==> src/rtl/dot_product_seq.sv <==
// Feeds operand pairs into a 2-cycle carry-save multiplier and sums VEC_LEN products into one result.
// Optional macro DOTP_SAT_EN: saturate the accumulator on overflow instead of wrapping.
module dot_product_seq #(
    parameter int VEC_LEN = 4,
    parameter int ACC_W   = 16
) (
    input  logic             clk,
    input  logic             rst,
    input  logic             in_valid,
    output logic             in_ready,
    input  logic [3:0]       in_a,
    input  logic [3:0]       in_b,
    output logic             mul_start,
    output logic [3:0]       mul_m1,
    output logic [3:0]       mul_m2,
    input  logic [7:0]       mul_product,
    output logic             out_valid,
    input  logic             out_ready,
    output logic [ACC_W-1:0] out_sum,
    output logic             out_ovf
);

    typedef enum logic [1:0] {
        RUN   = 2'd0,
        DRAIN = 2'd1,
        DONE  = 2'd2
    } state_t;

    localparam logic [7:0] VEC_LEN_C = 8'(VEC_LEN);

    state_t           state;
    state_t           state_next;
    logic [7:0]       issue_cnt;
    logic [7:0]       acc_cnt;
    logic [1:0]       vld_pipe;
    logic [ACC_W-1:0] acc;
    logic             ovf;

    logic             accept;
    logic             last_issue;
    logic             last_acc;
    logic             consume;
    logic [ACC_W:0]   sum_ext;
    logic             carry;
    logic [ACC_W-1:0] acc_add;

    assign in_ready  = (state == RUN) && (issue_cnt < VEC_LEN_C) && !rst;
    assign accept    = in_valid && in_ready;
    assign mul_start = accept;
    assign mul_m1    = in_a;
    assign mul_m2    = in_b;

    assign last_issue = accept && ((issue_cnt + 8'd1) == VEC_LEN_C);
    assign last_acc   = vld_pipe[1] && ((acc_cnt + 8'd1) == VEC_LEN_C);
    assign consume    = out_valid && out_ready;

    // One spare bit on top of the accumulator captures the carry out.
    assign sum_ext = {1'b0, acc} + {{(ACC_W-7){1'b0}}, mul_product};
    assign carry   = sum_ext[ACC_W];

`ifdef DOTP_SAT_EN
    assign acc_add = carry ? {ACC_W{1'b1}} : sum_ext[ACC_W-1:0];
`else
    assign acc_add = sum_ext[ACC_W-1:0];
`endif

    assign out_valid = (state == DONE);
    assign out_sum   = acc;
    assign out_ovf   = ovf;

    // NOTE: sequential state uses <= so every register samples pre-edge values.
    always_ff @(posedge clk) begin
        if (rst) begin
            state <= RUN;
        end else begin
            state <= state_next;
        end
    end

    // NOTE: state_next gets a default before the case so no latch is inferred.
    always_comb begin
        state_next = state;
        case (state)
            RUN:     if (last_issue) state_next = DRAIN;
            DRAIN:   if (last_acc)   state_next = DONE;
            DONE:    if (consume)    state_next = RUN;
            default:                 state_next = RUN;
        endcase
    end

    always_ff @(posedge clk) begin
        if (rst) begin
            issue_cnt <= '0;
            acc_cnt   <= '0;
            vld_pipe  <= '0;
            acc       <= '0;
            ovf       <= 1'b0;
        end else begin
            vld_pipe <= {vld_pipe[0], accept};
            if (consume) begin
                issue_cnt <= '0;
                acc_cnt   <= '0;
                acc       <= '0;
                ovf       <= 1'b0;
            end else begin
                if (accept) begin
                    issue_cnt <= issue_cnt + 8'd1;
                end
                // Stage-2 valid marks the cycle this issue's product sits on mul_product.
                if (vld_pipe[1]) begin
                    acc     <= acc_add;
                    acc_cnt <= acc_cnt + 8'd1;
                    if (carry) begin
                        ovf <= 1'b1;
                    end
                end
            end
        end
    end

endmodule

==> config.mk <==
export PLATFORM = sky130hd
export DESIGN_NAME = dot_product_seq
export DESIGN_NICKNAME = d
export VERILOG_FILES = /design/src/rtl/dot_product_seq.sv
export SDC_FILE = /design/constraint.sdc
export NUM_CORES = 1
export LEC_CHECK = 0
export ABC_AREA = 0
export CAP_MARGIN = 20
export CORE_UTILIZATION = 30
export CTS_BUF_LIST = sky130_fd_sc_hd__clkbuf_2
export DETAILED_ROUTE_END_ITERATION = 7
export PLACE_DENSITY = 0.56
export RECOVER_POWER = 100
export SKIP_LAST_GASP = 1
export SLEW_MARGIN = 15
export SYNTH_ARGS = -nofsm -noshare
export SYNTH_HDL_FRONTEND = slang
export SYNTH_SLANG_ARGS = --single-unit
==> constraint.sdc <==
create_clock -name clk -period 3.15 [get_ports clk]
set_input_delay 0.63 -clock clk [delete_from_list [all_inputs] [get_ports clk]]
set_output_delay 0.63 -clock clk [all_outputs]
set_load 0.02 [all_outputs]
Word level (Yosys, flattened, before mapping)
Index checks and enable logic that the tools add are counted.
- register bits: 37
- logic and storage cells: 32
- add/subtract/negate cells: 3
- $lt $le $gt $ge: 1
- equality and inequality tests: 7
- multiplexer cells: 4
- reduce and logical (&&, ||, !) cells: 11
- operator list (operator ; number):
    $add A16 B8 Y17 ; 1
    $add A8 B1 Y8 const B ; 2
    $eq A8 B3 Y1 const B ; 2
    $lt A8 B3 Y1 const B ; 1
    $logic_and A1 B1 Y1 ; 6
    $mux W2 ; 3
    $pmux W2 S3 ; 1
    $ne A2 B2 Y1 const B ; 2
    $reduce_and A3 Y1 ; 1
    $eq A2 B1 Y1 const B ; 1
    $eq A2 B2 Y1 const B ; 1
    $logic_not A2 Y1 ; 1
    $ne A2 B1 Y1 const B ; 1
    $reduce_and A2 Y1 ; 1
    $reduce_or A2 Y1 ; 1
    $logic_not A1 Y1 ; 1

Depth between registers and ports, before layout
Gate-level depths: netlist (run 1).
- depth after elaboration: 7
- depth in mapped cells: 7
- depth with buffers taken out: 7

Worst setup path after synthesis (run 1)
Ideal clock, no wire load.
- kind: input-to-reg
- start: input mul_product[4]
- end: register acc[7], in the netlist out_sum[7]
- setup time: 0.132 ns
- data arrival time: 2.132 ns
- required time: 3.018 ns
- path slack: 0.886 ns
- stages: 5
- buffers on the path: 0
- cell sequence: ha_1 and3_1 a2111oi_2 nor4_1 or3b_2
- longest elaborated chain between the ends: 1
- RTL lines (element ; RTL line ; source):
    start: declaration ; 16 ; input logic [7:0] mul_product,
    $add A16 B8 Y17 ; 58 ; assign sum_ext = {1'b0, acc} + {{(ACC_W-7){1'b0}}, mul_product};
    end signal: assignment ; 96 ; acc <= '0;
    end signal: assignment ; 103 ; acc <= '0;
    end signal: assignment ; 111 ; acc <= acc_add;
    end: declaration ; 36 ; logic [ACC_W-1:0] acc;
No other way between the ends.
A chain may end at the register's enable or synchronous reset.

Worst setup path after layout (run 1)
- start: input rst
- end: output mul_start
- longest elaborated chain between the ends: 3
- RTL lines (element ; RTL line ; source):
    start: declaration ; 8 ; input logic rst,
    $logic_not A1 Y1 ; 47 ; assign in_ready = (state == RUN) && (issue_cnt < VEC_LEN_C) && !rst;
    $logic_and A1 B1 Y1 ; 47 ;
    $logic_and A1 B1 Y1 ; 48 ; assign accept = in_valid && in_ready;
    end: declaration ; 13 ; output logic mul_start,
No other way between the ends.

==> metrics.md, run 1 <==
| Metric | Value |
|---|---|
| Worst Hold Slack | around 0.47 ns |
| DP Wirelength | 2840 µm |
| CTS Hold Buffers Added | 0 |
| Hold crit path type | flop to flop |
| Area grow syn2layout | 22.2% |
| Drt via density | just under 5 |
| Rows | 29 |
| Status | completed |
| CTS H-tree depth | 2 |
| DRC Markers | 0 |
| Top Ports | 48 |
| Distinct cells, synth | 44 |
| Iteration-0 DRC Markers | 52 |
| Period utilisation layout | 0.951 |
| Resize count post-CTS | 0 |
| Pleak | just over 1 nW |
| TNS Setup | 0 ns |
| Worst EP arrival | approximately 2.4 ns |
| Max-cap violations | 0 |
| Slowest stage delay, CP | 0.59 ns |
| Antenna Nets Post-Route | 0 |
| Peak supply drop | about 0.00017 V |
| Routed len/inst | about 12 µm |
| Share of cells above drive strength 1 | 0.0854 |
| Clk sinks | 37 |
| Post-Syn Area | between 1500 and 2000 µm² |
| Total routed wirelength | ~3800 µm |
| Die Y-Extent | 82.9 µm |
| Top_reg_cell synth | dfxtp_1 |
| Vias in the first global route | between 1000 and 1500 |
| Global-route wire length before repair | between 6000 and 7000 µm |
| Pre-antenna DRT Iters | 4 |
| Fill cells | around 660 |
| Placeable Area | about 6300 µm² |
| Clk slew on worst S/H paths | around 0.21 ns |
| Die X | between 80 and 90 µm |
| Setup Buffers After CTS | 0 |
| Most frequent cells in the layout | dfxtp_1 (37), nor2_1 (29), dlygate4sd3_1 (20) |
| GRT Total Usage | 0.118 |
| Final hold violations | 0 |
| CP Cell Sequence | clkdlybuf4s50_1 > or3_1 > nor4_4 > nand2_2 > clkinv_4 > clkdlybuf4s50_1 |
| Critical path launch point type | input pin |
| # nets final | 277 |
| Worst skew pair latency | between 0.3 and 0.4 ns |
| Initial antenna violation count | 0 |
| Post-synth ARST share | 0 |
| Vias | around 1600 |
| Critical Path Slowest Stage Cell | clkdlybuf4s50_1 |
| Initial core utilization | 0.310 |
| Largest net degree at the start of global routing | 20 |
| Critical Setup Path Class | input pin to primary output |
| Setup Skew | about 0.014 ns |
| Critical path data required time | approximately 2.5 ns |
| Minimum clock period | approximately 3 ns |
| Mapped Cells | 215 |
| CTS Buf Count | 5 |
| Most common cell on crit path | clkdlybuf4s50_1 |
| Max FO, Critical Path | 5 |
| RSZ-0062 raised after global routing | no |
| Most common cell after layout, fill and taps aside | dfxtp_1 |
| Yosys reg bits | 37 |
| Number of synthesized flops with an enable pin | 0 |
| CTS tree | built |
| Die footprint | 6880 µm² |
| Syn Area/Cell | 9.14 µm² |
| Worst Tran Pin Value | 0.726 ns |
| Peak Freq | ~330 MHz |
| Root buffer cell | clkbuf_2 |
| Syn_nets | around 250 |
| Antenna Cells | 0 |
| PortBufs | 31 |
| Slew Viols, Final | 0 |
| Final setup viols | 0 |
| Power Dens Cells | roughly 410 nW/µm² |
| Critical Path End Type | primary output |
| Synthesis Warnings | 0 |
| Post-synthesis sequential area ratio | 0.377 |
| Slew margin rel. | 0.503 |
| Grt ovf | 0 |
| GPL Wtd Cong | between 0.7 and 0.8 |
| Longest Clk Path Bufs | 2 |
[logic make-up (layout without fill, tap and decap cells)]
logic type | Yosys count | in the layout | share of synthesized area
multiplexers | 7 | 7 | 0.0356
adder cells (fa/ha/maj) | 12 | 12 | 0.0802
AO/OA/AOI/OAI | 37 | 37 | 0.132
flip-flops | 37 | 37 | 0.377
XOR/XNOR | 19 | 19 | 0.0847
buffers and inverters | 19 | 50 | 0.0560
AND/OR/NAND/NOR | 84 | 84 | 0.234
[where the power goes]
part	internal (mW)	switching, mW
clock	0.213	0.169
sequential	0.478	0.00737
combinational	0.0547	0.0640
total	0.745	0.240
[stage by stage]
stage / power, mW / cell area [µm²] / worst slack (ns) / instances / utilization
floorplan: 0.583 / 1970 / 0.886 / 215 / -
global placement: 0.619 / 2330 / 0.141 / 315 / 0.368
detailed placement: 0.618 / 2330 / 0.137 / 315 / 0.368
CTS: 1.01 / 2420 / 0.134 / 323 / 0.382
global route: 1.03 / 2400 / 0.0518 / 323 / 0.378
finish: 0.985 / 2400 / 0.154 / 323 / 0.378
[Yosys cell counts (2+ instances only)]
master     count  area, µm²
dfxtp_1       37        741
nor2_1        29        109
a21oi_1       12       60.1
ha_1          11        138
xnor2_1       10       87.6
and3_1         9       56.3
xor2_1         9       78.8
buf_4          8       60.1
nand2_1        8       30.0
mux2i_1        7       70.1
nand3_1        7       35.0
nand4_1        7       43.8
a21o_1         6       45.0
and2_1         6       37.5
nor2b_1        4       25.0
o21ai_0        4       20.0
a211oi_1       3       22.5
buf_2          3       15.0
inv_1          3       11.3
nand2b_1       3       18.8
a2111oi_2      2       30.0
a41oi_1        2       17.5
buf_1          2       7.51
clkbuf_1       2       7.51
o211ai_1       2       15.0
[cell type report]
class / instances / area (µm²) / share of cell area
Multi-Input combinational cell: 159 / 1100 / 0.459
Sequential cell: 37 / 741 / 0.308
Timing Repair Buffer: 38 / 352 / 0.146
Tap cell: 77 / 96.3 / 0.0401
Clock inverter: 3 / 65.1 / 0.0271
Clock buffer: 5 / 25.0 / 0.0104
Inverter: 4 / 20.0 / 0.00834
[registers in the layout, indices dropped and copies added (netlist names)]
signal     cells
out_sum       16
issue_cnt      8
out_ovf        1
vld_pipe       2
state          2
acc_cnt        8
[routing by layer]
layer  vias to the layer above  routed length (µm)  global-route usage
li1                        814                   -                   -
met1                       713                1950               0.156
met2                        26                1630               0.171
met3                         6                 175              0.0378
met4                         0                  71              0.0596
met5                         -                   0                   0
[worst paths after layout]
kind / cells after the start / startpoint / slack (ns) / end
hold / removal: 2 / issue_cnt[1]$_SDFFE_PP0P_ / 0.47 / issue_cnt[1]$_SDFFE_PP0P_
hold reg to reg: 2 / issue_cnt[1]$_SDFFE_PP0P_ / 0.47 / issue_cnt[1]$_SDFFE_PP0P_
setup reg to reg: 5 / out_sum[4]$_SDFFE_PP0P_ / 0.99 / out_sum[7]$_SDFFE_PP0P_
setup / recovery: 6 / rst / 0.15 / mul_start
[critical path, delay by kind of cell]
kind	cells	cell delay, ns
buffers and inverters	3	1.07
and+or+nand+nor	3	0.65
(Power assumes the default switching activity.)
==> run 2, diff against run 1 <==
GPL_TIMING_DRIVEN = 0   (was default)
==> run 2 against run 1 <==
Compared with the run above: non-clock buffer count up 16; power down 15%; design area up 3.1%; worst hold slack worse by 0.021 ns; first-iteration DRC count up 56%.
==> metrics.md, run 2 (same netlist as run 1, synthesis figures left out) <==
| Metric | Value |
|---|---|
| Antenna Nets Post-Route | 0 (unchanged) |
| Core Util, Final | 0.390 (+0.0116) |
| Setup Skew | 0.0154 ns (+0.00149 ns) |
| Max FO, Critical Path | 6 (+1) |
| Pre-antenna DRT Iters | 5 (+1) |
| Hold crit path type | flop to flop |
| Critical Setup Path Class | input pin to primary output |
| Slew Viols, Final | 0 (unchanged) |
| Final hold violations | 0 (unchanged) |
| Grt ovf | 0 (unchanged) |
| Root buffer cell | clkbuf_2 |
| Critical path launch point type | input pin |
| Rows | 29 (unchanged) |
| CTS tree | built |
| Placed Cells | 331 (+5.1%) |
| Placeable Area | 6350 µm² (unchanged) |
| Vias in the first global route | 1475 (+4.1%) |
| Placed cell area | 2450 µm² (+5.0%) |
| Setup WS post-layout | 0.161 ns (+0.00700 ns) |
| Vias | 1626 (+4.3%) |
| Worst Tran Pin Value | 0.992 ns (+0.266 ns) |
| Longest Clk Path Bufs | 2 (unchanged) |
| Global-route wire length before repair | 6990 µm (+6.8%) |
| Routed len/inst | 12.2 µm (+3.3%) |
| Largest net degree at the start of global routing | 12 (-40%) |
| Die X | 82.9 µm (unchanged) |
| Pleak | 1.08 nW (+4.8%) |
| Antenna Cells | 0 (unchanged) |
| Status | completed |
| # nets final | 293 (+5.8%) |
| CTS H-tree depth | 2 (unchanged) |
| Clk slew on worst S/H paths | 0.19 ns (-0.02 ns) |
| Period utilisation layout | 0.949 (-0.00222) |
| Most common cell after layout, fill and taps aside | dfxtp_1 |
| Worst Reg-to-Reg Cells | 5 (unchanged) |
| Crit path to | in_ready |
| CP startpoint | rst |
| RSZ-0062 raised after global routing | no |
| TNS Setup | 0 ns (unchanged) |
| Fin area | 2470 µm² (+3.1%) |
| Critical path data required time | 2.52 ns (about the same) |
| Die footprint | 6880 µm² (unchanged) |
| Non-Filler Instances | 339 (+5.0%) |
| Largest register FFs | 16 (unchanged) |
| Drt via density | 4.80 (-0.62%) |
| PortBufs | 39 (+26%) |
| Peak supply drop | 0.000143 V (-18%) |
| CTS Hold Buffers Added | 0 (unchanged) |
| Area grow syn2layout | 25.9% |
| Initial antenna violation count | 0 (unchanged) |
| R2R Setup Slk | 0.72 ns (-0.27 ns) |
| Slew margin rel. | 0.322 (-0.182) |
| Most frequent cells in the layout | dfxtp_1 (37), nor2_1 (29), dlygate4sd3_1 (29) |
| End of the worst register-to-register path | out_sum[7]$_SDFFE_PP0P_ |
| Final setup viols | 0 (unchanged) |
| Iteration-0 DRC Markers | 81 (+56%) |
| Worst skew pair latency | 0.39 ns (about the same) |
| Worst EP arrival | 2.36 ns (about the same) |
| Max-cap violations | 0 (unchanged) |
| Critical Path End Type | primary output |
| GRT Total Usage | 0.127 (+0.00885) |
| Fill cells | 648 (-1.2%) |
| Setup WS pre-CTS | -0.0677 ns (-0.205 ns) |
| CTS Buf Count | 5 (unchanged) |
| GPL Wtd Cong | 0.799 (+14%) |
| Minimum clock period | 2.99 ns (-0.00700 ns) |
| Power Dens Cells | 340 nW/µm² (-17%) |
| Crit Reg-Reg Startpoint | out_sum[4]$_SDFFE_PP0P_ |
| Peak Freq | 335 MHz (+0.23%) |
| Top Ports | 48 (unchanged) |
| Share of cells above drive strength 1 | 0.0992 (+0.0139) |
| DRC Markers | 0 (unchanged) |
| Total routed wirelength | 4150 µm (+8.4%) |
| DP Wirelength | 3090 µm (+9.0%) |
| Initial core utilization | 0.310 (unchanged) |
| Die Y-Extent | 82.9 µm (unchanged) |
| Clk sinks | 37 (unchanged) |
==> run 2: metrics by stage <==
step	hold slack (ns)	total power, mW
floorplan	0.414	0.583
global placement	0.432	0.638
detailed placement	0.424	0.639
CTS	0.474	0.863
global route	0.489	0.894
finish	0.453	0.842
==> run 2: power breakdown <==
part,leakage [nW],internal (mW),switching (mW)
registers,0.299,0.477,0.00738
clock network,0.0327,0.0559,0.163
logic,0.745,0.0634,0.0739
==> run 2: what timing repair did <==
action                     CTS  global route
setup endpoints to repair    1             0
resized for setup            1             0
setup buffers                0             0
==> run 2: critical path, stage by stage <==
cell and delay, ns:
clkdlybuf4s50_1 0.50, or3_1 0.39, nor4_4 0.18, clkdlybuf4s50_1 0.65
==> run 2: layer usage <==
| metal | part of all wire | vias up | track usage |
|---|---|---|---|
| met5 | 0 | - | 0 |
| met1 | 0.51 | 730 | 0.180 |
| li1 | - | 844 | - |
| met2 | 0.42 | 48 | 0.182 |
| met3 | 0.053 | 4 | 0.0318 |
| met4 | 0.012 | 0 | 0.0517 |
==> run 2: worst min path at each step <==
stage | depth (start not counted) | end | from
finish | 1 | vld_pipe[1]$_SDFF_PP0_ | vld_pipe[0]$_SDFF_PP0_
global route | 1 | vld_pipe[1]$_SDFF_PP0_ | vld_pipe[0]$_SDFF_PP0_
floorplan | 1 | vld_pipe[1]$_SDFF_PP0_ | vld_pipe[0]$_SDFF_PP0_
global placement | 1 | vld_pipe[1]$_SDFF_PP0_ | vld_pipe[0]$_SDFF_PP0_
CTS | 1 | vld_pipe[1]$_SDFF_PP0_ | vld_pipe[0]$_SDFF_PP0_
detailed placement | 1 | vld_pipe[1]$_SDFF_PP0_ | vld_pipe[0]$_SDFF_PP0_
==> run 2: final cells by class <==
cell class / count / area [µm²] / share of cell area
multi-input combinational: 159 / 1100 / 0.444
sequential: 37 / 741 / 0.299
timing repair buffer: 39 / 389 / 0.157
tap: 77 / 96.3 / 0.0389
buffer: 15 / 88.8 / 0.0359
clock buffer: 6 / 30.0 / 0.0121
inverter: 4 / 20.0 / 0.00809
clock inverter: 2 / 10.0 / 0.00404
==> run 3, diff against run 2 <==
CORE_UTILIZATION = 55   (was 30)
GPL_TIMING_DRIVEN = default   (was 0)
PLACE_DENSITY = 0.91   (was 0.56)
==> run 3 against run 2 <==
Compared with the run above: via count is 3.7% lower; design area fell by 8.5%; routed wire length fell by 9.8%; critical path depth stayed put; highest routed layer unchanged.
==> metrics.md, run 3 (same netlist as run 1, synthesis figures left out) <==
| Metric | Value |
|---|---|
| Status | completed |
| CP Cell Sequence | clkdlybuf4s50_1 > or3_1 > nor4_4 > dlygate4sd3_1 |
| Grt ovf | 0 (unchanged) |
| Period utilisation layout | 0.933 (-0.0155) |
| Initial core utilization | 0.580 (+0.270) |
| Int Pwr | 0.572 mW (-4.1%) |
| Top routing layer in use | met4 |
| Slew margin rel. | 0.378 (+0.0568) |
| CTS H-tree depth | 2 (unchanged) |
| RSZ-0062 raised after global routing | no |
| Power Dens Cells | 350 nW/µm² (+3.1%) |
| Critical Path End Type | primary output |
| GPL Wtd Cong | 0.838 (+4.9%) |
| Sequential share of power | 0.612 (+0.036) |
| PnR Total Power | 0.793 mW (-5.7%) |
| Worst hold path depth | 2 (+1) |
| Critical path data required time | 2.52 ns (about the same) |
| CTS Hold Buffers Added | 0 (unchanged) |
| Clock power share | 0.247 (-0.014) |
| Iteration-0 DRC Markers | 49 (-40%) |
| Slew Viols, Final | 0 (unchanged) |
| # nets final | 273 (-6.8%) |
| Met3 wire length | 195 µm (-12%) |
| Setup Skew | 0.0107 ns (-0.00469 ns) |
| Worst Reg-to-Reg Cells | 5 (unchanged) |
| Worst Tran Pin Value | 0.909 ns (-0.0831 ns) |
| Vias | 1566 (-3.7%) |
| Slowest stage delay, CP | 0.72 ns (+0.07 ns) |
| DRT met1 WL | 1720 µm (-19%) |
| Critical path launch point type | input pin |
| Sw power | 0.221 mW (-9.9%) |
| Max-cap violations | 0 (unchanged) |
| Peak supply drop | 0.000240 V (+68%) |
| Rows | 21 (-28%) |
| Top Ports | 48 (unchanged) |
| Most common cell after layout, fill and taps aside | dfxtp_1 |
| Peak Freq | 340 MHz (+1.7%) |
| Pleak | 0.978 nW (-9.2%) |
| Hold crit path type | flop to flop |
| Routed len/inst | 13.1 µm (+7.0%) |
| Longest Clk Path Bufs | 2 (unchanged) |
| Switch share | 0.278 (-0.0127) |
| Area grow syn2layout | 15.1% |
| PortBufs | 31 (-21%) |
| Critical Path Slowest Stage Cell | dlygate4sd3_1 |
| Antenna Nets Post-Route | 0 (unchanged) |
| Setup Buffers After CTS | 0 (unchanged) |
| Die Y-Extent | 61.8 µm (-26%) |
| Global-route wire length before repair | 5730 µm (-18%) |
| Max FO, Critical Path | 2 (-4) |
| CP startpoint | rst |
| Placeable Area | 3390 µm² (-47%) |
| Comb power frac | 0.141 (-0.022) |
| Clk sinks | 37 (unchanged) |
| Minimum clock period | 2.94 ns (-0.0487 ns) |
| CTS Buf Count | 5 (unchanged) |
| Largest register FFs | 16 (unchanged) |
| Final hold violations | 0 (unchanged) |
| Hold_sp | issue_cnt[1]$_SDFFE_PP0P_ |
| Most frequent cells in the layout | dfxtp_1 (37), nor2_1 (29), dlygate4sd3_1 (21) |
| Worst EP arrival | 2.31 ns (-0.05 ns) |
| DP Wirelength | 2720 µm (-12%) |
| Vias in the first global route | 1355 (-8.1%) |
| Crit Reg-Reg Startpoint | out_sum[4]$_SDFFE_PP0P_ |
| Final setup viols | 0 (unchanged) |
| CTS tree | built |
| Die footprint | 3820 µm² (-45%) |
| Critical Setup Path Class | input pin to primary output |
| Initial antenna violation count | 0 (unchanged) |
| Drt via density | 5.48 (+14%) |
| Largest net degree at the start of global routing | 17 (+5) |
| DRC Markers | 0 (unchanged) |
| GRT Total Usage | 0.205 (+0.0785) |
| TNS Setup | 0 ns (unchanged) |
| Die X | 61.8 µm (-26%) |
| Share of cells above drive strength 1 | 0.0625 (-0.0367) |
| Clk slew on worst S/H paths | 0.17 ns (-0.02 ns) |
| Worst skew pair latency | 0.39 ns (about the same) |
| Root buffer cell | clkbuf_2 |
| Pre-antenna DRT Iters | 4 (-1) |
| Metal2 WL | 1800 µm (+2.5%) |
| Total routed wirelength | 3750 µm (-9.8%) |
| Antenna Cells | 0 (unchanged) |
==> run 3: cell type report <==
cell class | count | area [µm²]
clock buffer | 5 | 25.0
clock inverter | 1 | 5.00
fill | 279 | 1130
inverter | 4 | 16.3
multi-input combinational | 159 | 1100
sequential | 37 | 741
tap | 46 | 57.6
timing repair buffer | 34 | 319
==> run 3: final timing paths <==
check,to,slack [ns]
min reg2reg,issue_cnt[1]$_SDFFE_PP0P_,0.47
max,in_ready,0.21
max reg2reg,out_sum[7]$_SDFFE_PP0P_,0.77
min,issue_cnt[1]$_SDFFE_PP0P_,0.47
==> run 3: critical path, delay by kind of cell <==
| kind | cells | cell delay [ns] |
|---|---|---|
| buf+inv | 2 | 1.14 |
| simple gates | 2 | 0.55 |
==> run 3: power by group through the flow <==
| stage | Combinational, mW | Clock (mW) | Sequential (mW) |
|---|---|---|---|
| finish | 0.112 | 0.196 | 0.485 |
| global route | 0.123 | 0.212 | 0.487 |
| CTS | 0.119 | 0.197 | 0.485 |
| detailed placement | 0.118 | 0 | 0.495 |
| global placement | 0.115 | 0 | 0.495 |
| floorplan | 0.0843 | 0 | 0.499 |
==> run 3: repair_timing <==
action | in CTS | in global routing
setup endpoints to repair | 0 | 1
hold endpoints to repair | 0 | 0
gates resized for setup | 0 | 1
==> run 3: metrics by stage <==
step / utilization / hold WS [ns] / area [µm²] / instances / worst slack (ns)
after floorplan: - / 0.414 / 1970 / 215 / 0.886
after detailed placement: 0.669 / 0.445 / 2270 / 280 / 0.0655
after global routing: 0.668 / 0.494 / 2260 / 286 / 0.160
after global placement: 0.669 / 0.446 / 2270 / 280 / 0.124
final: 0.668 / 0.471 / 2260 / 286 / 0.210
after CTS: 0.677 / 0.474 / 2300 / 286 / 0.0498
==> run 3: routing by layer <==
metal,global-route usage,vias to the layer above
li1,-,807
met1,0.243,718
met2,0.350,36
met3,0.0745,5
met4,0.0571,0
met5,0,-
